File: src/rtl/uart_loader_pkg.sv
// ---------------------------------------------------------------------------
// uart_loader_pkg
//   Shared constants and types for the UART packet loader.
//   SYNC_BYTE  : first byte of every packet
//   CMD_WRITE  : the only command the loader understands
//   state_t    : packet-parser states, one per packet field
// ---------------------------------------------------------------------------
package uart_loader_pkg;

  localparam logic [7:0] SYNC_BYTE = 8'h55;
  localparam logic [7:0] CMD_WRITE = 8'h01;

  typedef enum logic [2:0] {
    ST_IDLE   = 3'd0,
    ST_CMD    = 3'd1,
    ST_ADDR_H = 3'd2,
    ST_ADDR_L = 3'd3,
    ST_LEN    = 3'd4,
    ST_DATA   = 3'd5,
    ST_CHK    = 3'd6
  } state_t;

endpackage

File: src/rtl/uart_loader.sv
// ---------------------------------------------------------------------------
// uart_loader
//   Receives SYNC, CMD, ADDR_H, ADDR_L, LEN, data..., CHK over a UART byte
//   stream and writes the data bytes into memory at consecutive addresses.
//   Reports end of packet with a one-cycle done pulse; error flags a bad
//   command, a bad checksum or an inter-byte timeout.
//
// Ports
//   clk        in   system clock, rising edge
//   reset      in   synchronous, active-high
//   rx_valid   in   byte-available level from the UART receiver
//   rx_byte    in   received byte, stable while rx_valid is high
//   mem_we     out  one-cycle write strobe
//   mem_addr   out  write address (valid with mem_we)
//   mem_wdata  out  write data (valid with mem_we)
//   loading    out  high while a packet is in progress
//   done       out  one-cycle end-of-packet pulse
//   error      out  packet failed, only meaningful with done
// ---------------------------------------------------------------------------
module uart_loader
  import uart_loader_pkg::*;
#(
  parameter int unsigned TIMEOUT_CLKS = 120000
) (
  input  logic        clk,
  input  logic        reset,
  input  logic        rx_valid,
  input  logic [7:0]  rx_byte,
  output logic        mem_we,
  output logic [15:0] mem_addr,
  output logic [7:0]  mem_wdata,
  output logic        loading,
  output logic        done,
  output logic        error
);

  localparam int GAP_W = $clog2(TIMEOUT_CLKS + 1);
  localparam logic [GAP_W-1:0] GAP_LIMIT = GAP_W'(TIMEOUT_CLKS);

  state_t            state_q, state_d;
  logic              rx_prev_q, rx_prev_d;
  logic [GAP_W-1:0]  gap_q, gap_d;
  logic [8:0]        cnt_q, cnt_d;
  logic [15:0]       addr_q, addr_d;
  logic [7:0]        sum_q, sum_d;
  logic              mem_we_q, mem_we_d;
  logic [15:0]       mem_addr_q, mem_addr_d;
  logic [7:0]        mem_wdata_q, mem_wdata_d;
  logic              loading_q, loading_d;
  logic              done_q, done_d;
  logic              error_q, error_d;

  logic              byte_acc;
  logic [GAP_W-1:0]  gap_inc;
  logic              timeout;
  logic [7:0]        chk_total;

  // A byte is the rising edge of rx_valid, so a level held for several
  // cycles still counts once. Timeout fires on the cycle the gap counter
  // would reach the limit, and any byte arriving that same cycle wins.
  always_comb begin
    byte_acc  = rx_valid && !rx_prev_q;
    rx_prev_d = rx_valid;
    gap_inc   = gap_q + 1'b1;
    timeout   = (state_q != ST_IDLE) && !byte_acc && (gap_inc == GAP_LIMIT);
    chk_total = sum_q + rx_byte;
  end

  // State register.
  always_ff @(posedge clk) begin
    if (reset) begin
      state_q <= ST_IDLE;
    end else begin
      state_q <= state_d;
    end
  end

  // Next-state logic: each accepted byte advances one field; DATA repeats
  // until the remaining count hits its last byte.
  always_comb begin
    state_d = state_q;
    if (byte_acc) begin
      case (state_q)
        ST_IDLE:   if (rx_byte == SYNC_BYTE) state_d = ST_CMD;
        ST_CMD:    state_d = (rx_byte == CMD_WRITE) ? ST_ADDR_H : ST_IDLE;
        ST_ADDR_H: state_d = ST_ADDR_L;
        ST_ADDR_L: state_d = ST_LEN;
        ST_LEN:    state_d = ST_DATA;
        ST_DATA:   if (cnt_q == 9'd1) state_d = ST_CHK;
        ST_CHK:    state_d = ST_IDLE;
        default:   state_d = ST_IDLE;
      endcase
    end else if (timeout) begin
      state_d = ST_IDLE;
    end
  end

  // Datapath and output logic. Everything leaving the block comes from a
  // flop, so each strobe lands one cycle after the byte that caused it.
  // loading follows the next state so it drops together with done.
  always_comb begin
    gap_d       = '0;
    cnt_d       = cnt_q;
    addr_d      = addr_q;
    sum_d       = sum_q;
    mem_we_d    = 1'b0;
    mem_addr_d  = mem_addr_q;
    mem_wdata_d = mem_wdata_q;
    done_d      = 1'b0;
    error_d     = 1'b0;
    loading_d   = (state_d != ST_IDLE);

    if (state_q != ST_IDLE && !byte_acc && !timeout) begin
      gap_d = gap_inc;
    end

    if (byte_acc) begin
      case (state_q)
        ST_IDLE: sum_d = 8'h00;
        ST_CMD: begin
          sum_d = rx_byte;
          if (rx_byte != CMD_WRITE) begin
            done_d  = 1'b1;
            error_d = 1'b1;
          end
        end
        ST_ADDR_H: begin
          addr_d[15:8] = rx_byte;
          sum_d        = sum_q + rx_byte;
        end
        ST_ADDR_L: begin
          addr_d[7:0] = rx_byte;
          sum_d       = sum_q + rx_byte;
        end
        ST_LEN: begin
          // LEN of zero encodes a full 256-byte block
          cnt_d = (rx_byte == 8'h00) ? 9'd256 : {1'b0, rx_byte};
          sum_d = sum_q + rx_byte;
        end
        ST_DATA: begin
          mem_we_d    = 1'b1;
          mem_addr_d  = addr_q;
          mem_wdata_d = rx_byte;
          addr_d      = addr_q + 16'd1;
          cnt_d       = cnt_q - 9'd1;
          sum_d       = sum_q + rx_byte;
        end
        ST_CHK: begin
          done_d  = 1'b1;
          error_d = (chk_total != 8'h00);
        end
        default: ;
      endcase
    end else if (timeout) begin
      done_d  = 1'b1;
      error_d = 1'b1;
    end
  end

  // Datapath and output registers. The edge history resets high so a
  // receiver level already asserted at reset release is not taken as a byte.
  always_ff @(posedge clk) begin
    if (reset) begin
      rx_prev_q   <= 1'b1;
      gap_q       <= '0;
      cnt_q       <= '0;
      addr_q      <= '0;
      sum_q       <= '0;
      mem_we_q    <= 1'b0;
      mem_addr_q  <= '0;
      mem_wdata_q <= '0;
      loading_q   <= 1'b0;
      done_q      <= 1'b0;
      error_q     <= 1'b0;
    end else begin
      rx_prev_q   <= rx_prev_d;
      gap_q       <= gap_d;
      cnt_q       <= cnt_d;
      addr_q      <= addr_d;
      sum_q       <= sum_d;
      mem_we_q    <= mem_we_d;
      mem_addr_q  <= mem_addr_d;
      mem_wdata_q <= mem_wdata_d;
      loading_q   <= loading_d;
      done_q      <= done_d;
      error_q     <= error_d;
    end
  end

  assign mem_we    = mem_we_q;
  assign mem_addr  = mem_addr_q;
  assign mem_wdata = mem_wdata_q;
  assign loading   = loading_q;
  assign done      = done_q;
  assign error     = error_q;

endmodule

File: config.mk
export PLATFORM = sky130hd
export DESIGN_NAME = uart_loader
export DESIGN_NICKNAME = d
export VERILOG_FILES = /design/src/rtl/uart_loader_pkg.sv /design/src/rtl/uart_loader.sv
export SDC_FILE = /design/constraint.sdc
export NUM_CORES = 1
export LEC_CHECK = 0
export ABC_AREA = 1
export BUFFER_PORTS_ARGS = -buffer_cell sky130_fd_sc_hd__buf_2
export CORE_MARGIN = 1
export CORE_UTILIZATION = 50
export CTS_CLUSTER_DIAMETER = 80
export DETAILED_ROUTE_END_ITERATION = 7
export GPL_ROUTABILITY_DRIVEN = 0
export PLACE_DENSITY = 0.69
export SLEW_MARGIN = 20
export SYNTH_ARGS = -nofsm -noshare
export SYNTH_HDL_FRONTEND = slang
export SYNTH_SLANG_ARGS = --single-unit
File: constraint.sdc
create_clock -name clk -period 2.3 [get_ports clk]
set_clock_uncertainty 0.15 [all_clocks]
set_input_delay 0.46 -clock clk [delete_from_list [all_inputs] [get_ports clk]]
set_output_delay 0.46 -clock clk [all_outputs]
set_load 0.1 [all_outputs]
# Yosys cells after proc, flatten, opt, wreduce, memory -nomap -nowiden
# Index checks and enable logic that the tools add are counted.
# W data, S select, Z words.
dict set report word_totals {
  register_bits 82
  input_bits 11
  elab_cells 72
  out_inout_bits 28
}
dict set report classes {
  n_eq_ne 11
  muxes 18
  reduce_logical 24
  bitwise_logic 2
  addsub 4
}
# operator count
set ops {}
lappend ops {{$pmux W8 S2} 2}
lappend ops {{$pmux W8 S3} 1}
lappend ops {{$pmux W3 S6} 1}
lappend ops {{$pmux W9 S2} 1}
lappend ops {{$add A17 B1 Y17 const B} 1}
lappend ops {{$eq A17 B17 Y1 const B} 1}
lappend ops {{$add A16 B1 Y16 const B} 1}
lappend ops {{$mux W3} 4}
lappend ops {{$reduce_and A2 Y1} 5}
lappend ops {{$eq A3 B3 Y1 const B} 3}
lappend ops {{$eq A9 B1 Y1 const B} 1}
lappend ops {{$mux W9} 1}
lappend ops {{$reduce_bool A3 Y1} 3}
lappend ops {{$sub A9 B1 Y9 const B} 1}
lappend ops {{$add A8 B8 Y8} 1}
lappend ops {{$eq A8 B1 Y1 const B} 1}
lappend ops {{$eq A8 B7 Y1 const B} 1}
lappend ops {{$logic_not A8 Y1} 1}
lappend ops {{$ne A8 B1 Y1 const B} 1}
lappend ops {{$reduce_bool A8 Y1} 1}
lappend ops {{$eq A3 B2 Y1 const B} 2}
lappend ops {{$reduce_bool A2 Y1} 3}
lappend ops {{$mux W1} 5}
lappend ops {{$logic_and A1 B1 Y1} 4}
lappend ops {{8 further kinds} 13}

# Depth between registers and ports, before layout
# Gate-level depths: netlist of the first run.
dict set report depth {
  word_depth 9
  depth_mapped 14
  mapped_depth_nobuf 14
}

# Worst setup path before layout of the first run
# No wires, ideal clock.
dict set report synth_path {
  path_kind {input -> register}
  startpoint {input port rx_byte[0]}
  endpoint {register error_q, in the netlist error}
  setup_ps 112
  path_stages 10
  t_required_ps 2038
  path_buffers 0
  slack_ps 130
  arrival_ps 1908
  cell_sequence {ha_1 inv_1 fa_1 inv_1 or3_1 nor2_1 nand3_1 nor2_1 and3_1 nor2_1}
}
dict set report synth_via {
  elab_chain_len 4
  elab_cells_between_ends 6
  cone_classes {1 x add/sub; 1 x eq/ne; 3 x mux; 1 x reduce/logical}
}
# item line
set synth_lines {}
lappend synth_lines {{start, declared} uart_loader.sv:28} ;# input logic [7:0] rx_byte,
lappend synth_lines {{$add A8 B8 Y8 or $ne A8 B1 Y1 (tied branches)} {uart_loader.sv:66, uart_loader.sv:122}}
lappend synth_lines {{$reduce_bool A8 Y1 or $mux W1 (tied branches)} {uart_loader.sv:150, uart_loader.sv:122}}
lappend synth_lines {{$pmux W1 S2 *} uart_loader.sv:118} ;# case (state_q)
lappend synth_lines {{$mux W1 *} uart_loader.sv:117} ;# if (byte_acc) begin
lappend synth_lines {{end signal, assigned} uart_loader.sv:186} ;# error_q <= error_d;
lappend synth_lines {{end, declared} uart_loader.sv:51} ;# logic error_q, error_d;
# Every way passes the cells marked *; elsewhere a longest branch is shown, timed or not.
# A chain may end at the register's enable or synchronous reset.

# Worst setup path after layout of the first run
dict set report layout_path {
  startpoint {register state_q[1]}
  endpoint {register addr_q[9]}
}
dict set report layout_via {
  elab_chain_len 3
  elab_cells_between_ends 5
  cone_classes {2 x eq/ne; 1 x mux; 2 x reduce/logical}
}
# item line
set layout_lines {}
lappend layout_lines {{start, declared} uart_loader.sv:40} ;# state_t state_q, state_d;
lappend layout_lines {{start signal, assigned} uart_loader.sv:74} ;# state_q <= state_d;
lappend layout_lines {{$eq A3 B3 Y1 or $eq A3 B2 Y1 (tied branches)} uart_loader.sv:118}
lappend layout_lines {{$reduce_bool A2 Y1 (no source line)} --}
lappend layout_lines {{$reduce_and A2 Y1 (no source line)} --}
lappend layout_lines {{end signal, assigned} uart_loader.sv:179} ;# addr_q <= addr_d;
lappend layout_lines {{end, declared} uart_loader.sv:44} ;# logic [15:0] addr_q, addr_d;
# Parallel ways exist; a longest one is shown, timed or not.

==> results of run 1 <==
[through the flow]
step	setup slack, ps	total power, mW	instances	hold slack (ps)
final	156.8	2.581	797	148.4
after global routing	-7.259	2.666	797	154.5
after CTS	97.26	2.588	797	146.0
after detailed placement	-80.52	1.611	781	328.7
after global placement	-51.98	1.609	781	317.8
after floorplan	129.6	1.553	641	306.0
[registers in the layout, summed over array words and instances, names as in the netlist]
signal,count
gap_q,17
addr_q,16
mem_addr,16
cnt_q,9
mem_wdata,8
sum_q,8
state_q,3
done,1
error,1
loading,1
mem_we,1
rx_prev_q,1
[tightest hold or removal path, stage by stage]
cell and delay, ps:
buf_2 80, inv_1 50, nand2_1 50
[power groups by stage]
stage / combinational, mW / clock, mW / sequential [mW]
3_5_place_dp: 0.147 / 0 / 1.46
2_1_floorplan: 0.0907 / 0 / 1.46
4_1_cts: 0.148 / 1.01 / 1.43
5_1_grt: 0.169 / 1.06 / 1.43
6_report: 0.151 / 0.998 / 1.43
3_3_place_gp: 0.146 / 0 / 1.46
[timing repair]
item | 4_1_cts | 5_1_grt
hold buffers | 0 | 0
endpoints found under the setup margin | 0 | 25
gates resized for setup | 0 | 14
setup buffers | 0 | 0
[cell families (layout without fill, tap and decap cells)]
logic type / count (synthesis) / count (layout) / synth area share
fa+ha+maj: 13 / 13 / 0.03861
xor+xnor: 19 / 19 / 0.03776
flops: 82 / 82 / 0.3725
buf+inv: 102 / 153 / 0.09228
compound gates: 134 / 134 / 0.1661
simple gates: 291 / 291 / 0.2927
[routing by layer]
metal,up-vias,routed length [µm]
met3,15,615
li1,2193,-
met4,0,138
met2,131,4920
met5,-,0
met1,1949,5089
[path summary, 6_finish.rpt]
path                            slack [ps]        end  depth (start not counted)  startpoint
worst max register to register         160  addr_q[9]                          8  state_q[1]
worst min-delay path                   150  rx_prev_q                          3    rx_valid
worst min register to register         340  gap_q[16]                          2   gap_q[16]
worst max-delay path                   160  addr_q[9]                          8  state_q[1]
[placed cells by master, fill, tap and decap left out, drive strengths merged]
cell type	synthesis	layout
a21boi	1	1
a21oi	33	33
a221oi	2	2
a31oi	19	19
and2	1	1
and3	1	1
buf	7	56
clkbuf	14	9
clkinvlp	0	3
dfxtp	82	82
fa	1	1
ha	12	12
inv	81	85
nand2	123	123
nand3	38	38
nand3b	3	3
nand4	14	14
nor2	100	100
nor3	9	9
nor4	1	1
o2111ai	1	1
o211ai	5	5
o21ai	70	70
o21bai	1	1
o31ai	2	2
or3	1	1
xnor2	6	6
xor2	13	13
[area by class of cell]
class	count	area, µm²
fill	805	3387
multi-input combinational	457	2406
sequential	82	1647
timing repair buffer	56	325.3
inverter	81	304.0
tap	105	131.4
clock buffer	9	123.9
clock inverter	7	57.56
==> results.md, run 1 <==
- Post-synthesis cell area: 4407 µm²
- Achievable clock frequency: 466.6 MHz
- Post-synth ARST share: 0
- CTS Buffer Depth: 2
- PwrDens: 516.7 nW/µm²
- Grt ovf: 0
- Routing usage on met1: 0.3277
- Critical Path Fanout Max: 14
- Sequential-to-total area share from yosys stat: 0.3725
- Buffers on Ports: 38
- Clock tree root driver cell: clkbuf_8
- WL per Instance: 13.50 µm
- Top cell type's share of synthesized area: 0.3725
- GRT met3 Usage: 0.03712
- TritonCTS Buffers: 9
- Status: finished clean
- Share of layout cells above drive strength 1: 0.1561
- Fin crit period: 2143 ps
- Cell variety after synth: 36
- P_int: 1.888 mW
- YS warnings: 0
- Ys flop type: dfxtp_1
- Clock latency at the later pin of the worst-skew pair: 360 ps
- Tot GR Track Use: 0.2498
- Syn Inst Count: 641
- Switching Fraction: 0.2686
- GRT Max-Usage Layer: met2
- Clock sinks: 82
- Setup_tns: 0 ps
- Final critical-path share of the clock period: 0.9318
- H-tree levels: 3
- Via/cell ratio: 5.380
- Max Cap Violations: 0
- Post-synthesis net count: 665
- Synth cell count leaders: nand2_1 (121), dfxtp_1 (82), nor2_1 (82)
- Placement Cell Area: 4761 µm²
- Most frequent cell after synthesis: nand2_1
- DR pass1 iterations: 5
- Die ar.: 9193 µm²
- CP Class: reg2reg
- Die width: 95.88 µm
- Final Cell Area: 4995 µm²
- Number of global-route vias before repair: 3941
- Layout area overhead: 13.34%
- Number of remaining DRC errors: 0
- Worst Path Required: 2420 ps
- Clock Pin Slew Worst Setup and Hold Paths: 90 ps
- Detail Route Antenna Nets: 0
- Initial antenna violation count: 0
- Cell breakdown of the critical path: inv_2 > nand2_1 > nor2_2 > o21ai_0 > inv_1 > nand2_1 > nand2_1 > a221oi_1
- Worst path buffer plus inverter count: 2
- Leak: 2.178 nW
- Fin util: 0.5959
- Max transition margin: 0.5715
- Core area: 8382 µm²
- Final wirelength: 10760 µm
- Part of the power in the clock network: 0.387
- Cell family with most CP delay: compound AO/OA/AOI/OAI gates
- Sw power: 0.6930 mW
- Slowest stage delay, CP: 450 ps
- Pins Over Slew Limit: 0
- Ranking of synthesized cells by area: dfxtp_1 (37%), nand2_1 (10%), o21ai_0 (7.7%)
- Gate power share: 0.059
- Vias: 4288
- Peak supply drop: 324.4 µV
- Met2 Usage GRT: 0.4161
- Startpoint type of the worst setup path: flop
- Mean area per synthesized cell: 6.875 µm²
- Yosys reg bits: 82
- CP most frequent cell: nand2_1
- Starting Density: 0.5258
- Number of synthesized flops with an enable pin: 0
- Detailed router's first-iteration violation count: 170
- Setup Viol. Count Final: 0
- Std-Cell Rows: 33
- Slowest CP cell: o21ai_0
- DP Wirelength: 7721 µm
- Nets: 711
- Fin. Hold Viols: 0
- Biggest area consumer among synthesized cells: dfxtp_1
- Io pins: 39
- Slew @ Worst Pin: 638.5 ps
- First-pass GRT wire length: 17880 µm
- CTS tree: yes
- Pin count of the biggest net entering global routing: 37
- Critical Path AT: 2260 ps
- Die Ht: 95.88 µm
- Min-Delay Path Class: in2reg
- Critical path capture point type: flop
- Diodes inserted: 0
- Sequential share of power: 0.555
No activity file was read; power rests on OpenSTA's default activity.
==> inputs of run 2 (changes only) <==
- BUFFER_PORTS_ARGS: -buffer_cell sky130_fd_sc_hd__buf_2 -> -buffer_cell sky130_fd_sc_hd__buf_4
==> run 2 against run 1 <==
Net effect: sequential share of layout area is 0.92 points lower; sequential power hardly changed; global-route usage is 0.85 points higher; first-iteration DRC count is 33% higher; cell area is 2.9% higher; highest routed layer unchanged; final cell count is 0.25% higher.
==> results.md, run 2 (same netlist as run 1, synthesis figures left out) <==
- Grt ovf: 0 (unchanged)
- Min-Delay Path Class: in2reg
- Final critical-path share of the clock period: 0.9329 (+0.001028)
- Cell breakdown of the critical path: ha_2 > nand3_2 > nor2_4 > nand3_1 > nand2_1 > nand2_1 > inv_1 > nand2_1 > nor2_1 > nand3_4 > nand3_1 > nand2_1 > inv_1 > nand3_1
- Clock tree root driver cell: clkbuf_8
- Max reg flops: 17 (unchanged)
- Status: finished clean
- Max Cap Violations: 0 (unchanged)
- Core area: 8382 µm² (unchanged)
- Slew @ Worst Pin: 624.8 ps (-13.67 ps)
- Most frequent cells in the layout: nand2_1 (121), nor2_1 (81), inv_1 (79)
- DR pass1 iterations: 4 (-1)
- Fin crit period: 2146 ps (+2.364 ps)
- Nets: 713 (+0.28%)
- Vias: 4352 (+1.5%)
- Power Total: 2.593 mW (+0.47%)
- Achievable clock frequency: 466.1 MHz (-0.11%)
- PwrDens: 504.6 nW/µm² (-2.3%)
- Fill cells: 794 (-1.4%)
- Tot GR Track Use: 0.2583 (+0.008506)
- H-tree levels: 3 (unchanged)
- Fin. Hold Viols: 0 (unchanged)
- Die ar.: 9193 µm² (unchanged)
- Io pins: 39 (unchanged)
- Layout area overhead: 16.61%
- Number of global-route vias before repair: 4017 (+1.9%)
- Buffers on Ports: 38 (unchanged)
- Final Cell Area: 5139 µm² (+2.9%)
- Die width: 95.88 µm (unchanged)
- Initial antenna violation count: 0 (unchanged)
- Number of remaining DRC errors: 0 (unchanged)
- Share of layout cells above drive strength 1: 0.1599 (+0.003873)
- CP Class: reg2reg
- First-pass GRT wire length: 18460 µm (+3.2%)
- Startpoint type of the worst setup path: flop
- Slowest CP cell: dfxtp_2
- Peak supply drop: 464.8 µV (+43%)
- Critical path capture point type: flop
- GRT Max-Usage Layer: met2
- Clock sinks: 82 (unchanged)
- Worst Path Required: 2410 ps (about the same)
- Commonest non-fill, non-tap cell in the layout: nand2_1
- Final wirelength: 10980 µm (+2.0%)
- CTS tree: yes
- Detailed router's first-iteration violation count: 226 (+33%)
- Slowest stage delay, CP: 360 ps (-90 ps)
- Clock Pin Slew Worst Setup and Hold Paths: 90 ps (about the same)
- TritonCTS Buffers: 9 (unchanged)
- Die Ht: 95.88 µm (unchanged)
- Setup Viol. Count Final: 0 (unchanged)
- Routing usage on met1: 0.3330 (+0.005330)
- Register with the most flip-flops: gap_q
- Starting Density: 0.5258 (unchanged)
- WL per Instance: 13.74 µm (+1.8%)
- Leak: 2.201 nW (+1.0%)
- Setup_tns: 0 ps (unchanged)
- Met2 Usage GRT: 0.4423 (+0.02619)
- CTS Buffer Depth: 2 (unchanged)
- RSZ-0062 raised after global routing: true
- Diodes inserted: 0 (unchanged)
- Clock latency at the later pin of the worst-skew pair: 360 ps (about the same)
- Placement Cell Area: 4876 µm² (+2.4%)
- Post-CTS Hold Fix Bufs: 0 (unchanged)
- DP Wirelength: 7918 µm (+2.6%)
- Std-Cell Rows: 33 (unchanged)
- Via/cell ratio: 5.447 (+1.2%)
- Pins Over Slew Limit: 0 (unchanged)
- Detail Route Antenna Nets: 0 (unchanged)
- Critical Path Fanout Max: 5 (-9)
- Max transition margin: 0.5807 (+0.009177)
- CP most frequent cell: nand2_1
- Pin count of the biggest net entering global routing: 40 (+8.1%)
- GRT met3 Usage: 0.04344 (+0.006319)
- Critical Path AT: 2250 ps (about the same)
run 2: per-stage QoR:
step | util | hold slack [ps] | worst slack [ps] | cells
6_report | 0.6131 | 144.6 | 154.4 | 799
5_1_grt | 0.6131 | 140.6 | -32.76 | 799
4_1_cts | 0.6038 | 139.8 | 99.97 | 798
3_5_place_dp | 0.5817 | 333.5 | -88.13 | 782
3_3_place_gp | 0.5817 | 318.3 | -44.11 | 782
2_1_floorplan | - | 306.0 | 129.6 | 641
run 2: final timing paths:
path / from / endpoint / slack [ps] / depth (start not counted)
worst max-delay path: gap_q[1] / loading / 150 / 14
worst min-delay path: rx_valid / rx_prev_q / 140 / 3
worst max register to register: gap_q[1] / loading / 150 / 14
worst min register to register: gap_q[16] / gap_q[16] / 350 / 2
run 2: report_power, final:
part	internal, mW	switching, mW
registers	1.43	0.00444
logic	0.0579	0.0985
clock network	0.415	0.591
run 2: per-layer routing:
metal	vias to the layer above	part of all wire	wire [µm]
met5	-	0	0
met4	0	0.018	203
met3	21	0.049	539
met2	123	0.47	5113
met1	2008	0.47	5125
li1	2200	-	-
run 2: final cells by class:
class,count,area [µm²],area share
tap,105,131.4,0.02557
sequential,82,1647,0.3204
timing repair buffer,57,440.4,0.08571
multi-input combinational,458,2431,0.4731
inverter,81,304.0,0.05917
clock inverter,7,61.31,0.01193
clock buffer,9,123.9,0.02411
run 2: worst max-delay path, delay by kind of cell, from the launching register on:
kind | cells | cell delay [ps]
DFF | 1 | 360
buffers and inverters | 2 | 140
adders and majority gates | 1 | 200
and+or+nand+nor | 11 | 1200
run 2: what timing repair did:
action,in CTS,in global routing
gates resized for setup,0,18
endpoints found under the setup margin,0,26
buffers inserted,0,0
==> inputs of run 3 (changes only) <==
- CELL_PAD_IN_SITES_DETAIL_PLACEMENT: not set -> 1
- CELL_PAD_IN_SITES_GLOBAL_PLACEMENT: not set -> 1
- CORE_UTILIZATION: 50 -> 43
- PLACE_DENSITY: 0.69 -> not set
- PLACE_DENSITY_LB_ADDON: not set -> 0.1
==> run 3 against run 2 <==
Net effect: sequential cell count is the same; largest power group unchanged; critical path depth shrank 5; via count grew 2.2%; count of clock-buffer cells in the layout is the same; sequential power is essentially flat.
==> results.md, run 3 (same netlist as run 1, synthesis figures left out) <==
- Detail Route Antenna Nets: 0 (unchanged)
- Core area: 9864 µm² (+18%)
- Number of remaining DRC errors: 0 (unchanged)
- Worst path buffer plus inverter count: 0 (-2)
- DR pass1 iterations: 4 (unchanged)
- Most frequent cells in the layout: nand2_1 (120), inv_1 (79), nor2_1 (77)
- Met3 WL: 494 µm (-8.3%)
- Initial antenna violation count: 0 (unchanged)
- Pin count of the biggest net entering global routing: 62 (+55%)
- Cell family with most CP delay: simple AND/OR/NAND/NOR gates
- Layout area overhead: 19.65%
- Min-Delay Path Class: in2reg
- Worst Path Required: 2410 ps (about the same)
- WL per Instance: 16.73 µm (+22%)
- Uppermost layer routed: met4
- First-pass GRT wire length: 21530 µm (+17%)
- Clock tree root driver cell: clkbuf_8
- Setup Viol. Count Final: 0 (unchanged)
- CP Class: reg2reg
- Hold depth: 3 (unchanged)
- Fin crit period: 2226 ps (+80.35 ps)
- Nets: 716 (+0.42%)
- H-tree levels: 3 (unchanged)
- Achievable clock frequency: 449.3 MHz (-3.6%)
- Register with the most flip-flops: gap_q
- TritonCTS Buffers: 9 (unchanged)
- Pins Over Slew Limit: 0 (unchanged)
- Cell breakdown of the critical path: nand2_1 > nor2_1 > nand3_1 > xor2_2 > nand2_1 > nor2_1 > nand3_4 > nand3_4 > nor2_2
- Peak supply drop: 325.4 µV (-30%)
- Io pins: 39 (unchanged)
- Max transition margin: 0.5547 (-0.02600)
- Critical Path Fanout Max: 8 (+3)
- Clock Pin Slew Worst Setup and Hold Paths: 80 ps (about the same)
- Power Total: 2.811 mW (+8.4%)
- Via/cell ratio: 5.360 (-1.6%)
- Vias: 4449 (+2.2%)
- Std-Cell Rows: 36 (+9.1%)
- Max Cap Violations: 0 (unchanged)
- Die Ht: 103.2 µm (+7.7%)
- Status: finished clean
- Final Cell Area: 5273 µm² (+2.6%)
- Number of cells on the worst reg-to-reg path: 9 (-5)
- Commonest non-fill, non-tap cell in the layout: nand2_1
- Slowest stage delay, CP: 400 ps (+40 ps)
- DR WL met2: 6855 µm (+34%)
- Buffers on Ports: 38 (unchanged)
- RR Endpoint: gap_q[4]
- Clock latency at the later pin of the worst-skew pair: 380 ps (+20 ps)
- Final critical-path share of the clock period: 0.9678 (+0.03493)
- Fin util: 0.5345 (-0.07858)
- PwrDens: 533.1 nW/µm² (+5.6%)
- Die width: 103.2 µm (+7.7%)
- CTS tree: yes
- Met1 WL: 6252 µm (+22%)
- Clock sinks: 82 (unchanged)
- Leak: 2.238 nW (+1.7%)
- Max reg flops: 17 (unchanged)
- Setup_tns: 0 ps (unchanged)
- Worst R2R Start: gap_q[5]
- Critical path capture point type: flop
- Die ar.: 10660 µm² (+16%)
- Diodes inserted: 0 (unchanged)
- CTS Buffer Depth: 2 (unchanged)
- Hold EP: rx_prev_q
- Tot GR Track Use: 0.2680 (+0.009698)
- Fin. Hold Viols: 0 (unchanged)
- Slowest CP cell: dfxtp_1
- Final wirelength: 13880 µm (+26%)
- Critical hold path startpoint: rx_valid
- Placement Cell Area: 4918 µm² (+0.87%)
- Worst reg2reg setup slack: 70 ps (-80 ps)
- Starting Density: 0.4467 (-0.07902)
- Grt ovf: 0 (unchanged)
- Critical Path AT: 2340 ps (+90 ps)
- Slew @ Worst Pin: 663.5 ps (+38.73 ps)
- Startpoint type of the worst setup path: flop
- Number of global-route vias before repair: 4362 (+8.6%)
- DP Wirelength: 9674 µm (+22%)
- Post-CTS Hold Fix Bufs: 0 (unchanged)
- Share of layout cells above drive strength 1: 0.1765 (+0.01653)
- Detailed router's first-iteration violation count: 182 (-19%)
- RSZ-0062 raised after global routing: true
==> run 3: cell type report <==
| type | instances | area [µm²] |
|---|---|---|
| clock buffer | 9 | 123.9 |
| clock inverter | 7 | 100.1 |
| fill | 1303 | 4592 |
| inverter | 81 | 304.0 |
| multi-input combinational | 458 | 2466 |
| sequential | 82 | 1649 |
| tap | 133 | 166.4 |
| timing repair buffer | 60 | 462.9 |
==> run 3: worst reg2reg max path, cell delays in order, from the launching register on <==
cell     delay [ps]
dfxtp_1         400
nand2_1         150
nor2_1          260
nand3_1         180
xor2_2          250
nand2_1          90
nor2_1          200
nand3_4         160
nand3_4         220
nor2_2           60
==> run 3: report_power, final <==
part	internal [mW]	leakage, nW	total [mW]	switching [mW]
clock	0.621	0.108	1.21	0.592
combinational	0.0591	1.47	0.167	0.108
sequential	1.43	0.664	1.43	0.00485
==> run 3: what timing repair did <==
action,4_1_cts,5_1_grt
setup buffers,0,2
endpoints found under the setup margin,0,22
gates resized for setup,0,28
==> run 3: metrics by stage <==
| stage | hold slack (ps) | setup WS, ps | std cells |
|---|---|---|---|
| final | 123.0 | 74.09 | 830 |
| after global routing | 107.5 | -66.38 | 830 |
| after CTS | 107.0 | 28.31 | 827 |
| after detailed placement | 350.7 | -147.5 | 811 |
| after global placement | 320.0 | -64.71 | 811 |
| after floorplan | 306.0 | 129.6 | 641 |
==> run 3: how the worst max path moves through the flow <==
stage | slack (ps) | cells after the start | end | startpoint
after floorplan | 130 | 10 | error | rx_byte[0]
after global placement | -60 | 11 | error | rx_byte[0]
after detailed placement | -150 | 12 | error | rx_byte[0]
after CTS | 30 | 11 | error | sum_q[0]
after global routing | -70 | 13 | loading | gap_q[6]
final | 70 | 9 | gap_q[4] | gap_q[5]
==> run 3: layer usage <==
layer  global-route usage  vias up
met2               0.4574       71
met1               0.3285     2149
met3              0.07594       20
li1                     -     2209
met5                    0        -
met4              0.08017        0
